File: config.mk
export PLATFORM = sky130hd
export DESIGN_NAME = deser_queue_top
export DESIGN_NICKNAME = d
export VERILOG_FILES = /design/src/rtl/deser_queue_pkg.sv /design/src/rtl/deser_queue_deserializer.sv /design/src/rtl/deser_queue_top.sv
export SDC_FILE = /design/constraint.sdc
export NUM_CORES = 1
export LEC_CHECK = 0
export CAP_MARGIN = 20
export CORE_ASPECT_RATIO = 1.5
export CORE_UTILIZATION = 67
export DETAILED_ROUTE_END_ITERATION = 8
export DONT_BUFFER_PORTS = 1
export PLACE_DENSITY_LB_ADDON = 0.25
export SLEW_MARGIN = 20
export SYNTH_ARGS = -nofsm -noshare
export SYNTH_HDL_FRONTEND = slang
export SYNTH_HIERARCHICAL = 1
export SYNTH_SLANG_ARGS = --single-unit
File: constraint.sdc
create_clock -name clock -period 4.04 [get_ports clock]
set_input_delay 0.404 -clock clock [delete_from_list [all_inputs] [get_ports clock]]
set_output_delay 0.404 -clock clock [all_outputs]
set_load 0.005 [all_outputs]
File: src/rtl/deser_queue_pkg.sv
`default_nettype none
// ============================================================================
// Module      : deser_queue_pkg
// Description : Shared constants and types for the serial capture path:
//               assembled word width, FIFO depth, and the byte, count and
//               pointer types used by the deserializer and the queue.
// Revision    : 1.0 - initial release
// ============================================================================
package deser_queue_pkg;

  localparam int DATA_W = 8;
  // len_out is fixed at 4 bits, so DEPTH must stay at or below 15.
  localparam int DEPTH  = 8;

  typedef logic [DATA_W-1:0]         byte_t;
  typedef logic [3:0]                count_t;
  typedef logic [$clog2(DEPTH)-1:0]  ptr_t;

endpackage : deser_queue_pkg
`default_nettype wire

File: src/rtl/deser_queue_deserializer.sv
`default_nettype none
// ============================================================================
// Module      : deserializer
// Description : Assembles qualified serial bits into a byte and holds the
//               finished byte as pending until the queue takes it.
//               Bit order is MSB first by default; defining the macro
//               DESER_LSB_FIRST_EN switches to LSB first.
// Ports       : clock       - rising-edge clock
//               reset       - asynchronous active-low reset
//               i_bit       - serial data bit
//               i_bit_valid - i_bit is valid this cycle
//               i_take      - pending byte is consumed this cycle
//               o_ready     - a pending byte is waiting
//               o_status    - bits can be accepted (inverse of o_ready)
//               o_byte      - the pending byte
// Revision    : 1.0 - initial release
// ============================================================================
module deserializer
  import deser_queue_pkg::*;
(
  input  logic  clock,
  input  logic  reset,
  input  logic  i_bit,
  input  logic  i_bit_valid,
  input  logic  i_take,
  output logic  o_ready,
  output logic  o_status,
  output byte_t o_byte
);

  localparam int CNT_W = $clog2(DATA_W);
  typedef logic [CNT_W-1:0] cnt_t;
  localparam cnt_t c_cnt_last = cnt_t'(DATA_W - 1);

  cnt_t  r_cnt;
  byte_t r_shreg;
  byte_t r_pending;
  logic  r_ready;

  logic  w_accept;
  byte_t w_shift_next;

  // Input bits are ignored entirely while a finished byte is pending.
  assign w_accept = i_bit_valid & ~r_ready;

`ifdef DESER_LSB_FIRST_EN
  assign w_shift_next = {i_bit, r_shreg[DATA_W-1:1]};
`else
  assign w_shift_next = {r_shreg[DATA_W-2:0], i_bit};
`endif

  always_ff @(posedge clock or negedge reset) begin
    if (!reset) begin
      r_cnt     <= '0;
      r_shreg   <= '0;
      r_pending <= '0;
      r_ready   <= 1'b0;
    end else if (w_accept) begin
      r_shreg <= w_shift_next;
      if (r_cnt == c_cnt_last) begin
        // Last bit: capture the completed word including this bit.
        r_cnt     <= '0;
        r_pending <= w_shift_next;
        r_ready   <= 1'b1;
      end else begin
        r_cnt <= r_cnt + cnt_t'(1);
      end
    end else if (i_take) begin
      // i_take is only ever asserted while r_ready is set, so it never
      // collides with an accepted bit.
      r_ready <= 1'b0;
    end
  end

  assign o_ready  = r_ready;
  assign o_status = ~r_ready;
  assign o_byte   = r_pending;

endmodule : deserializer
`default_nettype wire

File: src/rtl/deser_queue_top.sv
`default_nettype none
// ============================================================================
// Module      : deser_queue_top
// Description : Serial-to-parallel front end feeding a DEPTH-entry byte FIFO.
//               Optional macro DESER_LSB_FIRST_EN selects LSB-first assembly
//               in the deserializer (default MSB first).
// Ports       : clock      - rising-edge system clock
//               reset      - asynchronous active-low reset
//               data_in    - serial data bit
//               write_in   - data_in valid this cycle
//               enqueue_in - push the pending byte into the FIFO
//               dequeue_in - pop the FIFO head into data_out
//               data_ready - an assembled byte is pending
//               status_out - deserializer can accept bits
//               len_out    - FIFO occupancy, 0..DEPTH
//               data_out   - last popped byte
// Revision    : 1.0 - initial release
// ============================================================================
module deser_queue_top
  import deser_queue_pkg::*;
(
  input  logic   clock,
  input  logic   reset,
  input  logic   data_in,
  input  logic   write_in,
  input  logic   enqueue_in,
  input  logic   dequeue_in,
  output logic   data_ready,
  output logic   status_out,
  output count_t len_out,
  output byte_t  data_out
);

  localparam count_t c_depth    = count_t'(DEPTH);
  localparam ptr_t   c_ptr_last = ptr_t'(DEPTH - 1);

  byte_t  r_mem [DEPTH];
  ptr_t   r_wr_ptr;
  ptr_t   r_rd_ptr;
  count_t r_len;
  byte_t  r_data_out;

  logic   w_ready;
  byte_t  w_pending;
  logic   w_push;
  logic   w_pop;

  deserializer u_deser (
    .clock       (clock),
    .reset       (reset),
    .i_bit       (data_in),
    .i_bit_valid (write_in),
    .i_take      (w_push),
    .o_ready     (w_ready),
    .o_status    (status_out),
    .o_byte      (w_pending)
  );

  // No bypass on an empty FIFO: a pop needs stored data. A push into a full
  // FIFO is allowed only when the head leaves on the same edge.
  assign w_pop  = dequeue_in & (r_len != '0);
  assign w_push = w_ready & enqueue_in & ((r_len < c_depth) | w_pop);

  // Storage carries no reset; only pointers and count define validity.
  always_ff @(posedge clock) begin
    if (w_push) begin
      r_mem[r_wr_ptr] <= w_pending;
    end
  end

  always_ff @(posedge clock or negedge reset) begin
    if (!reset) begin
      r_wr_ptr   <= '0;
      r_rd_ptr   <= '0;
      r_len      <= '0;
      r_data_out <= '0;
    end else begin
      if (w_push) begin
        r_wr_ptr <= (r_wr_ptr == c_ptr_last) ? '0 : r_wr_ptr + ptr_t'(1);
      end
      if (w_pop) begin
        // Reads the pre-edge entry, so a full-FIFO push to the same slot
        // cannot corrupt the popped value.
        r_data_out <= r_mem[r_rd_ptr];
        r_rd_ptr   <= (r_rd_ptr == c_ptr_last) ? '0 : r_rd_ptr + ptr_t'(1);
      end
      case ({w_push, w_pop})
        2'b10:   r_len <= r_len + count_t'(1);
        2'b01:   r_len <= r_len - count_t'(1);
        default: r_len <= r_len;
      endcase
    end
  end

  assign data_ready = w_ready;
  assign len_out    = r_len;
  assign data_out   = r_data_out;

endmodule : deser_queue_top
`default_nettype wire

==> results of run 1 <==
==> report_power, final <==
group          total, mW  leakage (nW)  internal, mW  switching, mW
registers           1.73          1.03          1.41          0.316
clock network      0.734         0.116         0.411          0.323
logic              0.857         0.620         0.465          0.392
==> registers in the layout, summed over array words and instances (netlist names) <==
register and flops:
data_out 8, len_out 4, r_mem 64, r_rd_ptr 3
r_wr_ptr 3, u_deser/o_byte 8, u_deser/o_ready 1, u_deser/r_cnt 3
u_deser/r_shreg 7
==> layout make-up <==
class                           instances  share of cell area, %
Sequential cell                       101                   62.9
Multi-Input combinational cell        147                   28.3
Clock buffer                           10                   2.82
Clock inverter                          6                   2.46
Tap cell                               74                   2.04
Timing Repair Buffer                    5                   1.16
Inverter                                4                  0.332
==> cells in the final DEF (no fill, tap or decap), types with 2 or more instances in the layout <==
| cell | n |
|---|---|
| edfxtp_1 | 64 |
| dfrtp_1 | 36 |
| mux2_2 | 25 |
| nand2_1 | 20 |
| mux2i_1 | 17 |
| ha_1 | 10 |
| mux2_4 | 10 |
| nor2_1 | 9 |
| clkbuf_8 | 9 |
| o22ai_1 | 8 |
| a221o_1 | 8 |
| o21ai_1 | 7 |
| nand2b_1 | 6 |
| inv_1 | 4 |
| o21ai_0 | 4 |
| xor2_1 | 3 |
| nor2b_1 | 3 |
| bufinv_16 | 3 |
| buf_4 | 3 |
| nor3_2 | 2 |
| xnor2_1 | 2 |
| nor3_1 | 2 |
==> worst paths after layout <==
check | from | to | slack [ps] | cells after the start
setup reg to reg | len_out[1] | len_out[2] | 1510 | 10
max in group asynchronous | reset | r_rd_ptr[0] | 3290 | 2
setup / recovery | len_out[1] | len_out[2] | 1510 | 10
hold / removal | data_in | u_deser/r_shreg[0] | 190 | 1
min in group asynchronous | reset | data_out[1] | 550 | 2
hold reg to reg | data_out[7] | data_out[7] | 510 | 2
==> worst max-delay path, cell delays in order (launching register included) <==
cell,delay [ps]
dfrtp_1,490
o41ai_4,380
buf_4,290
inv_1,110
ha_1,260
xor2_1,170
ha_1,190
a21oi_1,160
xor2_1,150
nor2_1,60
xor2_1,140
==> cells in the mapped netlist (2+ instances only) <==
cell / n
a221o_1: 8
mux2_2: 25
ha_1: 10
xor2_1: 3
buf_12: 3
nor2b_1: 3
nor2_1: 9
xnor2_1: 2
o21ai_0: 4
o21ai_1: 7
dfrtp_1: 37
buf_2: 2
mux2_4: 10
nand2b_1: 6
edfxtp_1: 64
inv_1: 4
o22ai_1: 8
mux2i_1: 17
nor3_1: 4
nand2_1: 20
==> per-layer routing <==
metal,vias to the layer above,track usage (%)
met1,1076,29.7
met4,0,9.66
met5,-,0
met2,52,40.9
met3,6,5.85
li1,998,-
==> cell families after synthesis <==
kind of cell,share of synthesized area (%)
DFF,67.4
muxes,14.2
and+or+nand+nor,5.57
AOI/OAI and AO/OA,5.98
buffers and inverters,2.81
adders and majority gates,2.96
xor gates and xnor gates,1.04
==> what timing repair did <==
| item | 4_1_cts | 5_1_grt |
|---|---|---|
| hold endpoints to repair | 37 | 0 |
| setup buffers | 0 | 0 |
| setup endpoints to repair | 0 | 0 |
| hold buffers | 2 | 0 |
==> reports/results.tsv, run 1 <==
metric	value	unit
clock_sinks	101	
highest_layer	met4	
route.met3.wl	338	um
synth-seq-cells	101	
detail-route-antenna-nets	0	
grt_pass1_wl	11.2	mm
start_util	68.9	%
ys.flop_type	edfxtp_1	
syn_avg_cell_area	16.2	um2
ys_seq_area_share	67.4	%
grt_max_degree	38	
syn-num-nets	277	
worstSetupEndpointType	flop	
finalSetupViolCount	0	
synth_edf_count	64	
p_per_area	732	mW/mm2
postSynthCellCount	261	
fin_crit_sh	62.6	%
crit_type	flop to flop	
cts_buffers	9	
utilization	73.9	%
fp.coreArea	0.00613	mm2
drt_first_pass_iters	4	
yosysTopAreaCell	edfxtp_1	
timing.final.hold_violations	0	
finalSetupTns	0	ps
overflow	0	
drt_wl_total	7.15	mm
drc	0	
clk_path_buf_depth	2	
synthToLayoutAreaGrowth	7.17	%
syn-cell-area	0.00423	mm2
peakVddDrop	0.451	mV
grt_pass1_vias	2163	
synth_area_leaders	edfxtp_1, dfrtp_1, mux2_2	
worst_slew_pin_slew	919	ps
routedWlPerCell	20.6	um
path_clk_slew	90	ps
fin_skew	11.5	ps
die_h	99.3	um
yosysUniqueCellTypes	35	
drv_cap	0	
n_fill_cell	403	
slew_violations	0	
critPathArrivalTime	2760	ps
critical_path_peak_fanout	22	
synth_warnings	6	
layout_min_cycle_time	2530	ps
design_area	0.00453	mm2
required	4270	ps
first_iter_violations	190	
insertion_delay	360	ps
dp.cells	329	
rsz0062_at_grt	no	
yosysTopAreaCellShare	45.5	%
stdcell_count	347	
ctsResizeCount	0	
chipWidth	66.8	um
relSlewSlack	38.5	%
preCtsSetupSlack	1530	ps
nNetsFinal	284	
max_freq	396	MHz
async_flop_share	36.6	%
wl_met1	2.83	mm
power	3.32	mW
cts_root_buf	clkbuf_8	
regArea	0.00285	mm2
cts_tree	built	
gp_congestion	0.744	
dp_hpwl	4.79	mm
leakagePower	1.76	nW
fin_hold_ws	188	ps
drive_gt1_share	22.7	%
antenna_cells	0	
vias	2132	
htreeDepth	3	
grt_antenna_before_repair	0	
dieArea	0.00663	mm2
place_area	0.00426	mm2
start_kind	flop	
row_count	35	
port_buffers	0	
via_per_inst	6.14	
setup_ws	1510	ps
multi_input_area	0.00128	mm2
dr_wl_met2	3.86	mm
ios	20	
holdCritPathClass	input port to flop	
run_status	complete, no violations	
grt_usage	24.3	%
(Power assumes the default switching activity.)
==> run 2: changes to the inputs <==
--- a/config.mk
+++ b/config.mk
@@ -7,7 +7,7 @@
 export LEC_CHECK = 0
 export CAP_MARGIN = 20
 export CORE_ASPECT_RATIO = 1.5
-export CORE_UTILIZATION = 67
+export CORE_UTILIZATION = 56
 export DETAILED_ROUTE_END_ITERATION = 8
 export DONT_BUFFER_PORTS = 1
 export PLACE_DENSITY_LB_ADDON = 0.25
==> constraint.sdc (replaced) <==
create_clock -name clock -period 2.28 [get_ports clock]
set_input_delay 0.228 -clock clock [delete_from_list [all_inputs] [get_ports clock]]
set_output_delay 0.228 -clock clock [all_outputs]
set_load 0.005 [all_outputs]
==> reports/results.tsv, run 2 (synthesis gave the netlist of run 1 again) <==
metric	value	unit	change
run_status	complete, no violations		
final_common_cell	edfxtp_1		
hold_start	data_in		
die_h	108	um	+9.2%
finalSetupViolCount	0		unchanged
crit_path_frequent_cell	xor2_1		
power	5.53	mW	+67%
regMostFlops	r_mem		
cp_slowest_stage_delay	410	ps	-80 ps
required	2520	ps	-1750 ps
crit_type	flop to flop		
setup_ws	197	ps	-1320 ps
crit_chain	o41ai_4, inv_1, ha_1, xor2_1, ha_1, a21oi_1, xor2_1, nor2_1, xor2_1		
insertion_delay	350	ps	about the same
slew_violations	0		unchanged
dieArea	0.00790	mm2	+19%
largest_reg_flops	64		unchanged
overflow	0		unchanged
fin_skew	6.33	ps	-5.15 ps
htreeDepth	3		unchanged
reg2reg_depth	9		-1
p_per_area	1220	mW/mm2	+67%
cts_root_buf	clkbuf_8		
row_count	38		+8.6%
critical_path_peak_fanout	3		-86%
routedWlPerCell	17.2	um	-17%
fp.coreArea	0.00727	mm2	+19%
layout_min_cycle_time	2080	ps	-445 ps
place_area	0.00433	mm2	+1.6%
nNetsFinal	291		+2.5%
max_freq	480	MHz	+21%
dp_hpwl	4.70	mm	-1.9%
ctsResizeCount	0		unchanged
critPathSlowestCell	dfrtp_1		
first_iter_violations	117		-38%
vias	2104		-1.3%
grt_pass1_vias	2216		+2.5%
cts_tree	built		
ios	20		unchanged
worst_slew_pin_slew	737	ps	-182 ps
drv_cap	0		unchanged
worstSetupEndpointType	flop		
clock_sinks	101		unchanged
timing.final.hold_violations	0		unchanged
holdCritPathClass	input port to flop		
drt_first_pass_iters	4		unchanged
fin_crit_sh	91.4	%	+29 points
r2r_end	len_out[2]		
n_fill_cell	537		+33%
relSlewSlack	50.7	%	+12 points
cp-startpoint	len_out[1]		
detail-route-antenna-nets	0		unchanged
leakagePower	1.76	nW	-0.22%
peakVddDrop	0.681	mV	+51%
grt_pass1_wl	11.0	mm	-1.4%
start_kind	flop		
grt_usage	19.3	%	-5.0 points
drc	0		unchanged
final_cell_mix	edfxtp_1, dfrtp_1, mux2_2		
antenna_cells	0		unchanged
gp_congestion	0.768		+3.3%
via_per_inst	5.54		-9.9%
path_clk_slew	80	ps	about the same
rsz0062_at_grt	no		
reg2reg_from	len_out[1]		
holdPathStages	1		unchanged
cts_buffers	9		unchanged
r2r_slack	200	ps	-1320 ps
design_area	0.00453	mm2	about the same
drive_gt1_share	21.8	%	-0.92 points
critPathArrivalTime	2320	ps	-440 ps
drt_wl_total	6.53	mm	-8.6%
start_util	58.1	%	-11 points
fin_hold_ws	26.0	ps	-162 ps
preCtsSetupSlack	140	ps	-1390 ps
hold_path_end	u_deser/o_byte[0]		
clk_path_buf_depth	2		unchanged
grt_max_degree	38		unchanged
port_buffers	0		unchanged
finalSetupTns	0	ps	unchanged
grt_antenna_before_repair	0		unchanged
synthToLayoutAreaGrowth	7.14	%	about the same
chipWidth	72.9	um	+9.1%
-- run 2: cell types whose count changed in the layout (fill, tap and decap cells not counted) --
cell	change
buf_4	+6
bufinv_16	-3
clkbuf_1	+2
clkinv_1	+2
nor3_1	+2
nor3_2	-2
clkbuf_8	+1
clkinv_4	-1
clkinvlp_4	-1
dfrtp_1	+1
dfrtp_2	-1
dlygate4sd3_1	+1
-- run 2: through the flow --
stage | instances | utilization (%)
finish | 380 | 62.2
detailed placement | 361 | 59.5
floorplan | 261 | -
global placement | 361 | 59.5
CTS | 380 | 62.2
global route | 380 | 62.2
-- run 2: report_power, final --
| part | leakage, nW | total (mW) | internal (mW) | switching (mW) |
|---|---|---|---|---|
| clock | 0.0825 | 0.959 | 0.420 | 0.539 |
| combinational | 0.649 | 1.65 | 0.866 | 0.784 |
| sequential | 1.03 | 2.92 | 2.50 | 0.423 |
-- run 2: critical path: cells and delay by family (launching register included) --
kind / cells / cell delay (ps)
XOR/XNOR: 3 / 450
buffers and inverters: 1 / 130
adder cells (fa/ha/maj): 2 / 400
flip-flops: 1 / 410
AND/OR/NAND/NOR: 1 / 60
AO/OA/AOI/OAI: 2 / 510
-- run 2: per-layer routing --
| metal | up-vias | part of all wire [%] | wire length (um) | track usage (%) |
|---|---|---|---|---|
| met3 | 13 | 3.2 | 210 | 5.22 |
| met1 | 1038 | 40 | 2640 | 22.4 |
| li1 | 1014 | - | - | - |
| met2 | 39 | 54 | 3550 | 33.0 |
| met5 | - | 0 | 0 | 0 |
| met4 | 0 | 2.0 | 133 | 8.82 |
-- run 2: what timing repair did --
item,4_1_cts,5_1_grt
hold endpoints to repair,38,0
setup buffers,0,0
hold buffers,3,0
endpoints found under the setup margin,0,0
-- run 2: layout make-up --
cell class	count	area [um2]	share of cell area, %
Multi-Input combinational cell	147	1270	28.1
Inverter	4	15.0	0.332
Clock buffer	13	149	3.29
Sequential cell	101	2850	62.9
Clock inverter	3	12.5	0.276
Timing Repair Buffer	12	108	2.38
Tap cell	100	125	2.76
-- run 2: how the worst max path moves through the flow --
stage / cells past startpoint / end
floorplan: 9 / len_out[2]
CTS: 8 / len_out[3]
global placement: 8 / len_out[3]
detailed placement: 8 / len_out[3]
finish: 9 / len_out[2]
global route: 8 / len_out[3]
